### config.mk
export PLATFORM = sky130hd
export DESIGN_NAME = seg_scan_ctrl
export DESIGN_NICKNAME = d
export VERILOG_FILES = /design/src/rtl/seg_pkg.sv /design/src/rtl/hex_seg_dec.sv /design/src/rtl/seg_scan_ctrl.sv
export SDC_FILE = /design/constraint.sdc
export NUM_CORES = 1
export LEC_CHECK = 0
export BUFFER_PORTS_ARGS = -buffer_cell sky130_fd_sc_hd__buf_2
export CAP_MARGIN = 30
export CORE_MARGIN = 1.5
export CORE_UTILIZATION = 42
export CTS_BUF_LIST = sky130_fd_sc_hd__clkbuf_16
export DETAILED_ROUTE_END_ITERATION = 6
export SYNTH_ARGS = -nofsm -noshare
export SYNTH_HDL_FRONTEND = slang
export SYNTH_SLANG_ARGS = --single-unit
### constraint.sdc
create_clock -name clk -period 9.8 [get_ports clk]
set_clock_uncertainty 0.05 [all_clocks]
set_input_delay 0.98 -clock clk [delete_from_list [all_inputs] [get_ports clk]]
set_output_delay 0.98 -clock clk [all_outputs]
set_load 0.01 [all_outputs]
### src/rtl/seg_pkg.sv
// Shared definitions for the multiplexed seven-segment scan controller:
// scan state enum, blank constants, hex glyph table and the leading-zero
// helper used when LEADING_ZERO_BLANK_EN is defined.
package seg_pkg;

    typedef enum logic [0:0] {
        BLANK = 1'b0,
        SHOW  = 1'b1
    } scan_state_t;

    localparam logic [6:0] SEG_OFF = 7'h7F;
    localparam logic [3:0] DIG_OFF = 4'hF;

    // Active-low glyphs, bit0=a .. bit6=g, indexed by hex nibble value
    localparam logic [6:0] GLYPH [16] = '{
        7'b1000000, 7'b1111001, 7'b0100100, 7'b0110000,
        7'b0011001, 7'b0010010, 7'b0000010, 7'b1111000,
        7'b0000000, 7'b0010000, 7'b0001000, 7'b0000011,
        7'b1000110, 7'b0100001, 7'b0000110, 7'b0001110
    };

    // True when digit idx and every higher digit of v are zero (digit 0 never)
    function automatic logic lead_zero(input logic [15:0] v, input logic [1:0] idx);
        logic z;
        z = 1'b0;
        case (idx)
            2'd3:    z = (v[15:12] == 4'h0);
            2'd2:    z = (v[15:8] == 8'h00);
            2'd1:    z = (v[15:4] == 12'h000);
            default: z = 1'b0;
        endcase
        return z;
    endfunction

endpackage

### src/rtl/hex_seg_dec.sv
// Combinational hex nibble to active-low seven-segment glyph decoder.
module hex_seg_dec
    import seg_pkg::*;
(
    input  logic [3:0] nib,
    output logic [6:0] seg
);

    // Table lookup of the glyph for one nibble
    always_comb begin
        seg = GLYPH[nib];
    end

endmodule

### src/rtl/seg_scan_ctrl.sv
// Four-digit multiplexed seven-segment scan controller. A 16-bit value is
// snapshotted on request and only swapped in at frame boundaries (digit 3 ->
// digit 0 wrap), so every frame shows one coherent value. Each digit slot is
// BLANK_CYC dark cycles followed by DIV lit cycles.
// Optional feature macro: LEADING_ZERO_BLANK_EN (suppress leading zero digits).
module seg_scan_ctrl
    import seg_pkg::*;
#(
    parameter int DIV       = 50000,
    parameter int BLANK_CYC = 8
) (
    input  logic        clk,
    input  logic        rst_n,
    input  logic [15:0] value,
    input  logic        upd,
    output logic        upd_ack,
    output logic [6:0]  seq,
    output logic [3:0]  dig_n,
    output logic        frame
);

    localparam int CNT_MAX = (DIV > BLANK_CYC) ? ((DIV > 2) ? DIV : 2)
                                               : ((BLANK_CYC > 2) ? BLANK_CYC : 2);
    localparam int CW = $clog2(CNT_MAX);
    localparam logic [CW-1:0] DIV_LAST   = CW'(DIV - 1);
    localparam logic [CW-1:0] BLANK_LAST = CW'((BLANK_CYC > 0) ? (BLANK_CYC - 1) : 0);
    // State entered at the start of every slot; SHOW directly when there is no gap
    localparam scan_state_t ENTRY = (BLANK_CYC == 0) ? SHOW : BLANK;

    scan_state_t    st_r, st_s;
    logic [1:0]     idx_r, idx_s;
    logic [CW-1:0]  cnt_r, cnt_s;
    logic           init_r;
    logic           bound_s;

    logic [15:0]    disp_r, disp_s;
    logic [15:0]    stage_r, stage_s;
    logic           pend_r, pend_s;
    logic           load_s;

    logic [3:0]     nib_s;
    logic [6:0]     glyph_s;
    logic           dark_s;
    logic [6:0]     seq_s;
    logic [3:0]     dig_s;

    logic [6:0]     seq_r;
    logic [3:0]     dig_r;
    logic           ack_r;
    logic           frame_r;

    // Scan state register; init_r makes the first cycle after reset a frame boundary
    always_ff @(posedge clk or negedge rst_n) begin
        if (!rst_n) begin
            st_r   <= BLANK;
            idx_r  <= 2'd0;
            cnt_r  <= '0;
            init_r <= 1'b1;
        end else begin
            st_r   <= st_s;
            idx_r  <= idx_s;
            cnt_r  <= cnt_s;
            init_r <= 1'b0;
        end
    end

    // Next-state logic: slot sequencing and frame boundary detection
    always_comb begin
        st_s    = st_r;
        idx_s   = idx_r;
        cnt_s   = cnt_r + CW'(1);
        bound_s = 1'b0;
        if (init_r) begin
            st_s    = ENTRY;
            idx_s   = 2'd0;
            cnt_s   = '0;
            bound_s = 1'b1;
        end else begin
            case (st_r)
                BLANK: begin
                    if (cnt_r == BLANK_LAST) begin
                        st_s  = SHOW;
                        cnt_s = '0;
                    end else begin
                        st_s  = BLANK;
                    end
                end
                SHOW: begin
                    if (cnt_r == DIV_LAST) begin
                        st_s    = ENTRY;
                        cnt_s   = '0;
                        idx_s   = idx_r + 2'd1;
                        bound_s = (idx_r == 2'd3);
                    end else begin
                        st_s    = SHOW;
                    end
                end
                default: begin
                    st_s  = ENTRY;
                    idx_s = 2'd0;
                    cnt_s = '0;
                end
            endcase
        end
    end

    // Snapshot handling: loads only at boundaries, otherwise stage the request
    always_comb begin
        disp_s  = disp_r;
        stage_s = stage_r;
        pend_s  = pend_r;
        load_s  = 1'b0;
        if (bound_s) begin
            load_s = pend_r | upd;
            pend_s = 1'b0;
            if (upd) begin
                disp_s = value;
            end else if (pend_r) begin
                disp_s = stage_r;
            end else begin
                disp_s = disp_r;
            end
        end else if (upd) begin
            stage_s = value;
            pend_s  = 1'b1;
        end else begin
            pend_s  = pend_r;
        end
    end

    // Display, staging and pending registers
    always_ff @(posedge clk or negedge rst_n) begin
        if (!rst_n) begin
            disp_r  <= 16'h0000;
            stage_r <= 16'h0000;
            pend_r  <= 1'b0;
        end else begin
            disp_r  <= disp_s;
            stage_r <= stage_s;
            pend_r  <= pend_s;
        end
    end

    // Nibble mux feeding the single shared decoder, driven by next-cycle values
    always_comb begin
        case (idx_s)
            2'd0:    nib_s = disp_s[3:0];
            2'd1:    nib_s = disp_s[7:4];
            2'd2:    nib_s = disp_s[11:8];
            2'd3:    nib_s = disp_s[15:12];
            default: nib_s = 4'h0;
        endcase
    end

    hex_seg_dec u_dec (
        .nib (nib_s),
        .seg (glyph_s)
    );

`ifdef LEADING_ZERO_BLANK_EN
    assign dark_s = lead_zero(disp_s, idx_s);
`else
    assign dark_s = 1'b0;
`endif

    // Output decode from the next state so the registered pins track the FSM
    always_comb begin
        seq_s = SEG_OFF;
        dig_s = DIG_OFF;
        if ((st_s == SHOW) && !dark_s) begin
            seq_s = glyph_s;
            dig_s = ~(4'b0001 << idx_s);
        end else begin
            seq_s = SEG_OFF;
            dig_s = DIG_OFF;
        end
    end

    // Registered outputs
    always_ff @(posedge clk or negedge rst_n) begin
        if (!rst_n) begin
            seq_r   <= SEG_OFF;
            dig_r   <= DIG_OFF;
            ack_r   <= 1'b0;
            frame_r <= 1'b0;
        end else begin
            seq_r   <= seq_s;
            dig_r   <= dig_s;
            ack_r   <= load_s;
            frame_r <= bound_s;
        end
    end

    assign seq     = seq_r;
    assign dig_n   = dig_r;
    assign upd_ack = ack_r;
    assign frame   = frame_r;

endmodule

# After elaboration in Yosys (flattened, before gate mapping)
# Memory sizes are Yosys's and may differ from the RTL's.
# Index checks and enable logic that the tools add are counted.
# totals
out_inout_bits	13
romBits	112
input_bits	19
reg_bits	66
memories	1
wordCells	55
# mem_list
name	depth	width	read_ports	rd_clocked_by_memory_dff	wr	line_no	rtl
(no name shown)	16	7	1	0	0	hex_seg_dec.sv:11	seg = GLYPH[nib];
# classes
eq_ne	6
shifts	1
n_mux	25
n_lt_le_gt_ge	1
n_bitwise	5
n_addsub	2
n_reduce_logical	3
# ops
op	count
$mux W16	6
$pmux W16 S2	1
$mux W7	3
$add A16 B1 Y16 const B	1
$eq A16 B16 Y1 const B	1
$eq A16 B3 Y1 const B	1
$pmux W4 S4	1
$mux W1	9
$eq A2 B2 Y1 const B	3
$mux W2	3
$ge A5 B5 Y1 const B	1
$not A4 Y5	1
$mux W4	1
$not A4 Y4	1
$shl A1 B2 Y4 const A	1
$add A2 B1 Y2 const B	1
$eq A2 B1 Y1 const B	1
$logic_not A2 Y1	1
$not A1 Y1	2
$pmux W1 S2	1
$reduce_and A2 Y1	1
$reduce_bool A2 Y1	1
$or A1 B1 Y1	1

# Depth between registers and ports, before layout
# Gate-level depths: netlist (run 1).
# logic_depth
depth_word	11
ltp_mapped	15
depth_no_buf	14

# Cells and area by module
# Synthesis (run 1) repeated with hierarchy kept, for this count alone.
# unflattened
hier_cells	412
area_unflattened_um2	3806.2
# modules_own_cells
mod	instances	area_each_um2	cells_each	seq_area_each_um2
seg_scan_ctrl	1	3530.9	380	1666.6
hex_seg_dec	1	275.3	32	0.0

# Worst setup path before layout (run 1)
# OpenSTA, ideal clock, no wires.
# synth_timing
kind	in2reg
from	input port upd
to	register seq_r[4] (netlist: seq[4])
slack_ns	6.270
path_buffers	3
t_required_ns	9.625
stages	13
setup_ns	0.125
arrival_time_ns	3.355
cell_sequence	clkbuf_1 > clkbuf_1 > buf_1 > a21oi_1 > o21ai_0 > mux2i_1 > a211oi_1 > inv_1 > ha_1 > inv_1 > nor2_1 > a21oi_1 > o221ai_1
# synth_via
elab_chain_cells	8
# synth_rtl
element	line_no	rtl
start: declaration	seg_scan_ctrl.sv:15	input logic upd,
$mux W16	seg_scan_ctrl.sv:116	if (upd) begin
$mux W16	seg_scan_ctrl.sv:113	if (bound_s) begin
via disp_s[13]	seg_scan_ctrl.sv:36	logic [15:0] disp_r, disp_s;
$pmux W4 S4	seg_scan_ctrl.sv:146	case (idx_s)
$not A4 Y5 (not written as such)	hex_seg_dec.sv:11	
$mem_v2 Z16 W7	-	
$mux W7 (not written as such) (2 in a row)	hex_seg_dec.sv:11	
$mux W7	seg_scan_ctrl.sv:170	if ((st_s == SHOW) && !dark_s) begin
via seq_s[4]	seg_scan_ctrl.sv:44	logic [6:0] seq_s;
end signal: assignment	seg_scan_ctrl.sv:187	seq_r <= seq_s;
end: declaration	seg_scan_ctrl.sv:47	logic [6:0] seq_r;
# The timed path passes the listed nets, and every way through them passes these cells. The select of a mux whose other input is x is not followed.
# A chain may end at the register's enable or synchronous reset.

# Final worst setup path (run 1)
# Ends and elaborated chain as after synthesis.

==> results.tsv, run 1 <==
stage	metric	value	unit
critical_path	startpoint types	primary input	
place	GPL Wtd Cong	0.856	
cells_and_area	ANT cells	0	
critical_path	most used cell along the critical path	inv_1	
critical_path	Worst Path Arrival	4.25	ns
place	dpl cells	515	
timing	setup repair after global routing missed its margin	no	
pwr	Int Power	543	uW
min_path	Worst Min Path Start	cnt_r[0]	
cells_and_area	fin util	49.1	%
pwr	Sw Share	26.9	%
synth	#FFs+latches synth	66	
critical_path	CP cell instances	buf_2 -> nand2_1 -> o22ai_1 -> or3_1 -> o21ai_1 -> mux2i_1 -> a211oi_1 -> inv_1 -> ha_1 -> inv_1 -> nor2_1 -> a21oi_1 -> o221ai_1	
synth	Seq/Total Area, Yosys	43.9	%
clock_tree	clk buf depth	2	
timing	crit path time final	4.09	ns
global_routing	initial antenna violation count	0	
clock_tree	clk root buf	clkbuf_16	
timing	final worst-path cycle share	41.7	%
critical_path	required time of the critical path	9.96	ns
global_routing	vias in the first global route	2818	
clock_tree	clock sinks	66	
routing	routed vias	2890	
clock_tree	TritonCTS Buffers	9	
die	I/O pins	32	
routing	TritonRoute pass-1 iters	4	
clock_tree	CTS tree	built	
die	Die ar.	0.00961	sq mm
pwr	sequential share of power	42.4	%
global_routing	global-route wire length before repair	13800	um
synth	Yosys cell types	53	
min_path	hold-critical path endpoint	cnt_r[0]	
die	initial cell density of the core	43.5	%
die	core area	0.00872	sq mm
die	Die Ht	98.0	um
synth	Post-Syn Area per Cell	9.60	sq um
die	Die Span X	98.0	um
global_routing	gr usage total	17.9	%
critical_path	R2R cell count	13	
min_path	Hold Crit Depth	1	
cells_and_area	Layout Cells excl Fill	531	
synth	Synth area leader	dfrtp_1	
pwr	Clk pwr share	41.5	%
synth	most numerous cell in the Yosys netlist	dfrtp_1	
min_path	worst hold path class	reg -> reg	
synth	Synth Net Count	422	
cells_and_area	share of cells above drive strength 1	21.7	%
run_status	status	finished, final reports clean	
synth	Synth top cells by count	dfrtp_1 (54), nor2_1 (52), inv_1 (22), mux2i_1 (22), a21oi_1 (21)	
place	dpl hpwl	5320	um
critical_path	CP max stage delay	0.78	ns
pwr	P_sw	200	uW
critical_path	Setup crit end kind	flip-flop	
pwr	Max VDD drop	0.0851	mV
routing	# DRC	0	
critical_path	CP max stage cell	a211oi_1	
synth	Cell Area, Synth	0.00379	sq mm
place	I/O Buffers	31	
critical_path	crit path kind	in -> reg	
routing	routed length on met3	239	um
synth	Yosys Warn Count	0	
synth	Post-synth ARST share	100	%
critical_path	kind of cell adding the most delay to the critical path	compound AO/OA/AOI/OAI gates	
synth	Post-synth EDFFs	0	
routing	DR WL/cell	15.3	um
global_routing	largest net degree at the start of global routing	67	
clock_tree	hold bufs inserted after CTS	0	
pwr	Pwr Density	174	mW/mm^2
synth	main flop type after synthesis	dfrtp_1	
timing	setup TNS	0	ns
routing	Starting DRT DRC Count	138	
clock_tree	post_cts resized	0	
timing	Hold Fails Final Rpt	0	
critical_path	CP Max Fanout	52	
clock_tree	Clock Pin Slew Worst Setup and Hold Paths	0.06	ns
routing	Routed Antenna Nets	0	
clock_tree	H-tree depth	3	
critical_path	CP Launch Point	upd	
critical_path	reg2reg start	cnt_r[0]	
critical_path	R2R Setup Slk	5.80	ns
synth	Synth Instances	395	
critical_path	r2r endpoint	seq[4]	
routing	routed wire length	8150	um
flow_run	Max-cap violations	0	
clock_tree	Worst-Skew Late Latency	0.32	ns
pwr	Combinational Power Share	16.2	%
global_routing	gr ovfl total	0	
timing	Final Slew Violations	0	
critical_path	Crit path buffers/inverters	3	
clock_tree	Post-CTS Setup Inserts	0	
routing	uppermost routed layer	met4	
timing	slew of the pin with the lowest slew margin	0.898	ns
routing	routed wl met2	3910	um
synth	Yosys top cell area share	35.6	%
timing	Max Clk Rate	245	MHz
pwr	P_leak	0.00185	uW
routing	WL met1	3920	um
cells_and_area	Area Overhead vs Synth	12.8	%
timing	Slew headroom	39.7	%
cells_and_area	Final #Nets	445	
timing	Finish-stage setup viols	0	
routing	post-DR vias/cell	5.44	
synth	top post-synthesis cells by area	dfrtp_1 (36%), dfstp_2 (8.3%), mux2i_1 (5.8%)	
die	Core Rows	34	
## power groups by stage
stage	registers (uW)	logic [uW]	clock network, uW
2_1_floorplan	313	95.5	0
3_3_place_gp	318	117	0
3_5_place_dp	319	120	0
4_1_cts	315	121	317
5_1_grt	319	136	328
6_report	315	120	308
## placed cells by master (no fill, tap or decap), types with 4 or more instances in the layout
cell type / n
o21ai_0: 17
mux2i_1: 22
nor2b_1: 7
inv_1: 24
nand2_1: 16
xnor2_1: 7
dfrtp_1: 54
nand2b_1: 5
a21oi_1: 21
and3_1: 5
nor2_1: 52
ha_1: 8
buf_2: 31
xor2_1: 8
a31oi_1: 14
clkbuf_16: 9
nand3_1: 17
or3_1: 7
buf_4: 4
a211oi_1: 4
o22ai_1: 6
a221o_1: 4
o22a_1: 5
dfstp_2: 12
mux2_2: 17
o21ai_1: 5
## stage by stage
stage               worst slack [ns]  hold slack, ns  instance area (sq um)  power (uW)
floorplan                       6.27           0.375                   3790         408
global placement                5.58           0.393                   3980         435
detailed placement              5.44           0.403                   3990         439
CTS                             5.74           0.410                   4280         753
global route                    5.29           0.413                   4280         783
finish                          5.71           0.408                   4280         744
## routing by layer
| metal | GRT usage [%] | vias up |
|---|---|---|
| met5 | 0 | - |
| met4 | 5.71 | 0 |
| met3 | 3.65 | 6 |
| met2 | 29.2 | 44 |
| met1 | 24.1 | 1400 |
| li1 | - | 1440 |
## flip-flops by register name (all words and copies together) (netlist names)
signal	flops
cnt_r	16
disp_r	16
stage_r	16
seq	7
dig_n	4
idx_r	2
frame	1
init_r	1
pend_r	1
st_r	1
upd_ack	1
## cells by family after synthesis
kind of cell	synth area share [%]
AND/OR/NAND/NOR	17.0
XOR/XNOR	4.19
buffers and inverters	5.41
adder cells (fa/ha/maj)	2.64
other	0.0989
flip-flops	43.9
AO/OA/AOI/OAI	15.9
multiplexers	10.9
## worst max-delay path by stage
stage	to	slack, ns	cells past startpoint
final	seq[4]	5.71	13
after global routing	seq[4]	5.29	13
after CTS	seq[4]	5.74	13
after detailed placement	seq[4]	5.44	13
after global placement	seq[4]	5.58	13
after floorplan	seq[4]	6.27	13
## cell type report
type                    instances  area (sq um)
fillers                       806          4440
well taps                     108           135
multi-input cells             284          1920
inverters                      22          82.6
clock inverters                 7          62.6
repair buffers                 35           185
flip-flops and latches         66          1670
clock buffers                   9           225
No activity file was read; power rests on OpenSTA's default activity.
==> run 2: changes to the inputs <==
--- a/config.mk
+++ b/config.mk
@@ -5,6 +5,7 @@
 export SDC_FILE = /design/constraint.sdc
 export NUM_CORES = 1
 export LEC_CHECK = 0
+export ABC_AREA = 1
 export BUFFER_PORTS_ARGS = -buffer_cell sky130_fd_sc_hd__buf_2
 export CAP_MARGIN = 30
 export CORE_MARGIN = 1.5
==> constraint.sdc (replaced) <==
create_clock -name clk -period 3.55 [get_ports clk]
set_clock_uncertainty 0.05 [all_clocks]
set_input_delay 0.355 -clock clk [delete_from_list [all_inputs] [get_ports clk]]
set_output_delay 0.355 -clock clk [all_outputs]
set_load 0.01 [all_outputs]
==> run 2 against run 1 <==
Effect of this change:
- clock-buffer cell count unchanged
- register-to-register slack got worse by 5.0 ns
- design area decreased by 3.2%
- sequential share of layout area increased by 1.3 points
- total power increased to 2.7 times the previous value
==> results.tsv, run 2 <==
stage	metric	value	unit
synth	most numerous cell in the Yosys netlist	nand2_1	
global_routing	global-route wire length before repair	13600	um
timing	Final Hold Slack	0.0918	ns
critical_path	CP max stage delay	0.49	ns
cells_and_area	Sequential Area	0.00167	sq mm
synth	Yosys top cell area share	37.5	%
min_path	worst hold path class	in -> async	
die	core area	0.00826	sq mm
routing	Routed Antenna Nets	0	
global_routing	initial antenna violation count	0	
synth	largest family of logic cells by synthesized area	simple AND/OR/NAND/NOR gates	
synth	Yosys Warn Count	0	
place	dpl hpwl	5660	um
critical_path	CP Max Fanout	14	
routing	post-DR vias/cell	4.97	
global_routing	largest net degree at the start of global routing	39	
synth	compound-gate portion of the synthesized area	8.55	%
pwr	Max VDD drop	0.248	mV
synth	Post-synth EDFFs	0	
timing	Finish-stage setup viols	0	
flow_run	Max-cap violations	0	
synth	Synth area leader	dfrtp_1	
synth	Cell Area, Synth	0.00360	sq mm
routing	DR WL/cell	13.2	um
timing	Hold Fails Final Rpt	0	
routing	Starting DRT DRC Count	90	
pwr	P_leak	0.00206	uW
synth	Yosys cell types	39	
die	Die Ht	95.6	um
critical_path	Setup crit end kind	flip-flop	
cells_and_area	fin util	50.1	%
routing	# DRC	0	
die	I/O pins	32	
timing	slew of the pin with the lowest slew margin	0.864	ns
synth	Synth Net Count	476	
clock_tree	clk buf depth	2	
clock_tree	Post-CTS Setup Inserts	0	
clock_tree	TritonCTS Buffers	9	
timing	setup TNS	0	ns
critical_path	crit path kind	reg -> reg	
timing	Slew headroom	42.4	%
die	initial cell density of the core	43.6	%
clock_tree	Clock Pin Slew Worst Setup and Hold Paths	0.06	ns
synth	Synth top cells by count	nand2_1 (146), dfrtp_1 (54), inv_1 (49), nand3_1 (29), o21ai_0 (28)	
place	dpl cells	579	
clock_tree	CTS tree	built	
synth	Synth Area in XOR/XNOR	0.487	%
synth	Post-synth ARST share	100	%
timing	Max Clk Rate	362	MHz
timing	final worst-path cycle share	77.8	%
synth	#FFs+latches synth	66	
synth	Simple-Gate Fraction of Synth Area	33.5	%
die	Die Span X	95.6	um
timing	setup repair after global routing missed its margin	no	
critical_path	CP cell instances	ha_1 -> nand2_1 -> inv_2 -> nand2_1 -> inv_2 -> nand3_4 -> o21ai_2 -> nand2_1 -> o21ai_2 -> inv_2 -> nor2_2 -> nor2_4 -> ha_1 -> inv_1 -> nand3_1 -> nand3_1 -> nand3_1	
critical_path	Worst Path Arrival	2.93	ns
clock_tree	Worst-Skew Late Latency	0.33	ns
cells_and_area	Area Overhead vs Synth	15.0	%
die	Die ar.	0.00914	sq mm
global_routing	gr usage total	19.5	%
synth	mux contribution to synthesized area	0.904	%
critical_path	required time of the critical path	3.72	ns
global_routing	gr ovfl total	0	
clock_tree	clock sinks	66	
cells_and_area	ANT cells	0	
cells_and_area	share of cells above drive strength 1	21.8	%
cells_and_area	Filler Cells Inserted	823	
clock_tree	clk root buf	clkbuf_16	
pwr	Pwr Density	478	mW/mm^2
synth	post-synthesis adder-cell area fraction	2.78	%
critical_path	startpoint types	flip-flop	
global_routing	vias in the first global route	2898	
synth	Seq/Total Area, Yosys	46.3	%
die	Core Rows	33	
cells_and_area	most frequent cells in the layout	nand2_1 (146), dfrtp_1 (54), inv_1 (49)	
synth	top post-synthesis cells by area	dfrtp_1 (38%), nand2_1 (15%), dfstp_2 (8.8%)	
clock_tree	hold bufs inserted after CTS	0	
synth	main flop type after synthesis	dfrtp_1	
critical_path	CP max stage cell	o21ai_2	
timing	Final Slew Violations	0	
routing	TritonRoute pass-1 iters	4	
run_status	status	finished, final reports clean	
place	I/O Buffers	31	
clock_tree	post_cts resized	0	
place	GPL Wtd Cong	0.863	
routing	routed wire length	7870	um
synth	Synth Instances	449	
place	Placed Area	0.00385	sq mm
cells_and_area	Largest regs	cnt_r (16), disp_r (16), stage_r (16)	
cells_and_area	post-route design area	0.00414	sq mm
cells_and_area	Final #Nets	512	
routing	routed vias	2957	
synth	Post-Syn Area per Cell	8.02	sq um
timing	crit path time final	2.76	ns
clock_tree	H-tree depth	3	
cells_and_area	most common cell after layout, fill and taps aside	nand2_1	
cells_and_area	multi-input combinational cell area	0.00167	sq mm
cells_and_area	Layout Cells excl Fill	595	
-- run 2: cell count changes after synthesis, sizes merged, moves of 8 or more --
| cell | delta |
|---|---|
| nand2 | +144 |
| inv | +34 |
| mux2i | -21 |
| nand3 | +18 |
| nor2 | -17 |
| mux2 | -15 |
| a21oi | -13 |
| a31oi | -13 |
| o21ai | +13 |
| buf | -10 |
| or3 | -8 |
-- run 2: per-stage QoR --
step / total power (uW) / worst slack, ns
5_1_grt: 2080 / 0.479
2_1_floorplan: 1050 / 1.22
3_5_place_dp: 1130 / 0.853
4_1_cts: 2000 / 0.801
6_report: 1980 / 0.787
3_3_place_gp: 1130 / 0.949
-- run 2: final timing paths --
check / start / to / slack [ns] / cells after the start
hold / removal: rst_n / stage_r[3] / 0.09 / 1
setup / recovery: cnt_r[0] / seq[3] / 0.79 / 17
hold reg to reg: cnt_r[0] / cnt_r[0] / 0.41 / 1
setup reg to reg: cnt_r[0] / seq[3] / 0.79 / 17
min in group clk: value[0] / stage_r[0] / 0.23 / 2
max in group asynchronous: rst_n / dig_n[0] / 2.54 / 2
-- run 2: cell type report --
type | count | share of cell area (%)
clock inverters | 7 | 1.45
well taps | 105 | 3.17
clock buffers | 9 | 5.44
inverters | 56 | 5.08
multi-input cells | 318 | 40.3
repair buffers | 34 | 4.29
flip-flops and latches | 66 | 40.3
-- run 2: cell families (layout without fill, tap and decap cells) --
family,count (synthesis),count (layout)
AOI/OAI and AO/OA,53,53
DFF,66,66
muxes,3,3
buffers and inverters,65,106
other,1,1
and+or+nand+nor,251,251
adders and majority gates,8,8
xor gates and xnor gates,2,2
-- run 2: report_power, final --
group	switching (uW)	internal [uW]	total, uW
Combinational	186	98.1	284
Clock	322	534	856
Sequential	28.3	811	839
-- run 2: per-layer routing --
metal | GRT usage [%] | vias up | share of wire [%]
met2 | 31.0 | 57 | 45
met1 | 26.4 | 1383 | 50
met3 | 3.59 | 12 | 3.5
met5 | 0 | - | 0
met4 | 7.48 | 0 | 1.6
li1 | - | 1505 | -
-- run 2: worst max-delay path: cells and delay by family, from the launching register on --
kind	cells	cell delay [ns]
fa+ha+maj	2	0.39
simple gates	9	0.89
compound gates	2	0.60
buf+inv	4	0.34
flops	1	0.36
==> run 3: changes to the inputs <==
--- a/config.mk
+++ b/config.mk
@@ -5,7 +5,7 @@
 export SDC_FILE = /design/constraint.sdc
 export NUM_CORES = 1
 export LEC_CHECK = 0
-export ABC_AREA = 1
+export ABC_AREA = 0
 export BUFFER_PORTS_ARGS = -buffer_cell sky130_fd_sc_hd__buf_2
 export CAP_MARGIN = 30
 export CORE_MARGIN = 1.5
==> constraint.sdc (replaced) <==
create_clock -name clk -period 2.9 [get_ports clk]
set_clock_uncertainty 0.05 [all_clocks]
set_input_delay 0.29 -clock clk [delete_from_list [all_inputs] [get_ports clk]]
set_output_delay 0.29 -clock clk [all_outputs]
set_load 0.01 [all_outputs]
==> run 3 against run 2 <==
Effect of this change:
- setup slack got worse by 0.94 ns
- critical path depth shrank 9
- clock-buffer cell count is the same
- largest cell class unchanged
- global-route usage increased by 0.86 points
- total power is 33% higher
- clock power grew 21%
- sequential power is 26% higher
- the run now ends with setup timing left
- via count is 8.7% higher
- first-iteration DRC count grew 33%
- combinational power is 87% higher
==> results.tsv, run 3 (synthesis gave the netlist of run 1 again) <==
stage	metric	value	unit
run_status	status	finished, violations left	
run_status	violated checks	setup timing	
place	Placed Area	0.00455	sq mm
critical_path	most used cell along the critical path	a221o_1	
clock_tree	Worst-Skew Late Latency	0.33	ns
die	I/O pins	32	
cells_and_area	most common cell after layout, fill and taps aside	buf_4	
place	I/O Buffers	31	
flow_run	Max-cap violations	0	
timing	Final Worst Setup Slack	-0.152	ns
die	Die Span X	98.0	um
clock_tree	Clock Pin Slew Worst Setup and Hold Paths	0.05	ns
routing	routed length on met3	333	um
critical_path	Worst Path Arrival	3.26	ns
pwr	P_leak	0.00222	uW
routing	DR WL/cell	15.5	um
global_routing	gr ovfl total	0	
critical_path	crit path kind	reg -> reg	
place	post-place setup slack	-0.230	ns
routing	Routed Antenna Nets	0	
place	dpl cells	572	
global_routing	initial antenna violation count	0	
cells_and_area	most frequent cells in the layout	buf_4 (60), dfrtp_1 (54), nor2_1 (50)	
cells_and_area	post-route design area	0.00495	sq mm
timing	setup repair after global routing missed its margin	yes	
cells_and_area	Largest regs	cnt_r (16), disp_r (16), stage_r (16)	
routing	uppermost routed layer	met4	
routing	routed wl met2	4390	um
routing	routed vias	3214	
die	Die ar.	0.00961	sq mm
timing	final worst-path cycle share	105	%
clock_tree	TritonCTS Buffers	9	
timing	Hold Fails Final Rpt	0	
clock_tree	clk buf depth	2	
global_routing	vias in the first global route	3264	
timing	Final Slew Violations	0	
cells_and_area	Filler Cells Inserted	723	
min_path	worst hold path class	in -> reg	
place	GPL Wtd Cong	0.812	
global_routing	gr usage total	20.4	%
critical_path	required time of the critical path	3.11	ns
critical_path	Crit path buffers/inverters	0	
timing	Max Clk Rate	328	MHz
critical_path	startpoint types	flip-flop	
timing	Finish-stage setup viols	7	
critical_path	CP Max Fanout	6	
cells_and_area	Area Overhead vs Synth	30.6	%
routing	Starting DRT DRC Count	120	
timing	setup TNS	-0.772	ns
die	Die Ht	98.0	um
cells_and_area	ANT cells	0	
routing	routed wire length	9230	um
critical_path	CP max stage delay	0.56	ns
die	Core Rows	34	
min_path	Hold Crit Depth	2	
timing	slew of the pin with the lowest slew margin	0.570	ns
clock_tree	clock sinks	66	
place	dpl hpwl	6700	um
global_routing	largest net degree at the start of global routing	52	
clock_tree	H-tree depth	3	
critical_path	Setup crit end kind	flip-flop	
critical_path	Levels on crit path	8	
critical_path	CP max stage cell	or4_4	
cells_and_area	share of cells above drive strength 1	35.6	%
routing	post-DR vias/cell	5.41	
timing	Slew headroom	62.0	%
die	initial cell density of the core	43.5	%
die	core area	0.00872	sq mm
timing	crit path time final	3.05	ns
critical_path	CP cell instances	or4_4 -> or3_4 -> o31ai_4 -> and2_1 -> mux2i_1 -> a221o_1 -> and2b_2 -> a221o_1	
clock_tree	clk root buf	clkbuf_16	
routing	TritonRoute pass-1 iters	6	
pwr	Pwr Density	531	mW/mm^2
critical_path	kind of cell adding the most delay to the critical path	simple AND/OR/NAND/NOR gates	
cells_and_area	Layout Cells excl Fill	594	
cells_and_area	Final #Nets	508	
clock_tree	CTS tree	built	
routing	WL met1	4300	um
routing	# DRC	0	
critical_path	R2R cell count	8	
global_routing	global-route wire length before repair	15600	um
pwr	Max VDD drop	0.296	mV
## run 3: what timing repair did
item	in CTS	in global routing
hold endpoints to repair	19	0
setup buffers	5	0
resized for setup	16	7
hold buffers	1	0
endpoints found under the setup margin	7	7
pin swaps	8	2
## run 3: metal layers
metal | vias up | GRT usage, %
li1 | 1568 | -
met5 | - | 0
met2 | 69 | 33.5
met3 | 19 | 4.29
met4 | 0 | 8.24
met1 | 1558 | 26.3
## run 3: stage by stage
stage | power, uW | util (%) | hold slack (ns)
floorplan | 1390 | - | -0.0556
global placement | 1560 | 52.2 | 0.243
detailed placement | 1580 | 52.2 | 0.240
CTS | 2660 | 56.7 | 0.158
global route | 2770 | 56.8 | 0.175
finish | 2630 | 56.8 | 0.170
## run 3: cell type report
cell class	instances	area (sq um)	share of cell area [%]
inverter	22	85.1	1.72
tap	108	135	2.73
clock inverter	7	55.1	1.11
clock buffer	9	225	4.55
sequential	66	1670	33.6
multi-input combinational	284	2050	41.4
timing repair buffer	98	736	14.8
## run 3: report_power, final
group          internal [uW]  total [uW]  switching [uW]  leakage, uW
registers               1000        1060            60.1     0.000798
logic                    261         531             270      0.00127
clock network            649        1040             387     0.000154
## run 3: worst paths after layout
check / startpoint / end / slack [ns]
worst max-delay path: cnt_r[13] / seq[6] / -0.15
worst min-delay path: value[0] / stage_r[0] / 0.17
worst max register to register: cnt_r[13] / seq[6] / -0.15
worst min register to register: disp_r[0] / disp_r[0] / 0.46
max in group asynchronous: rst_n / seq[4] / 1.63
min in group asynchronous: rst_n / disp_r[7] / 0.41
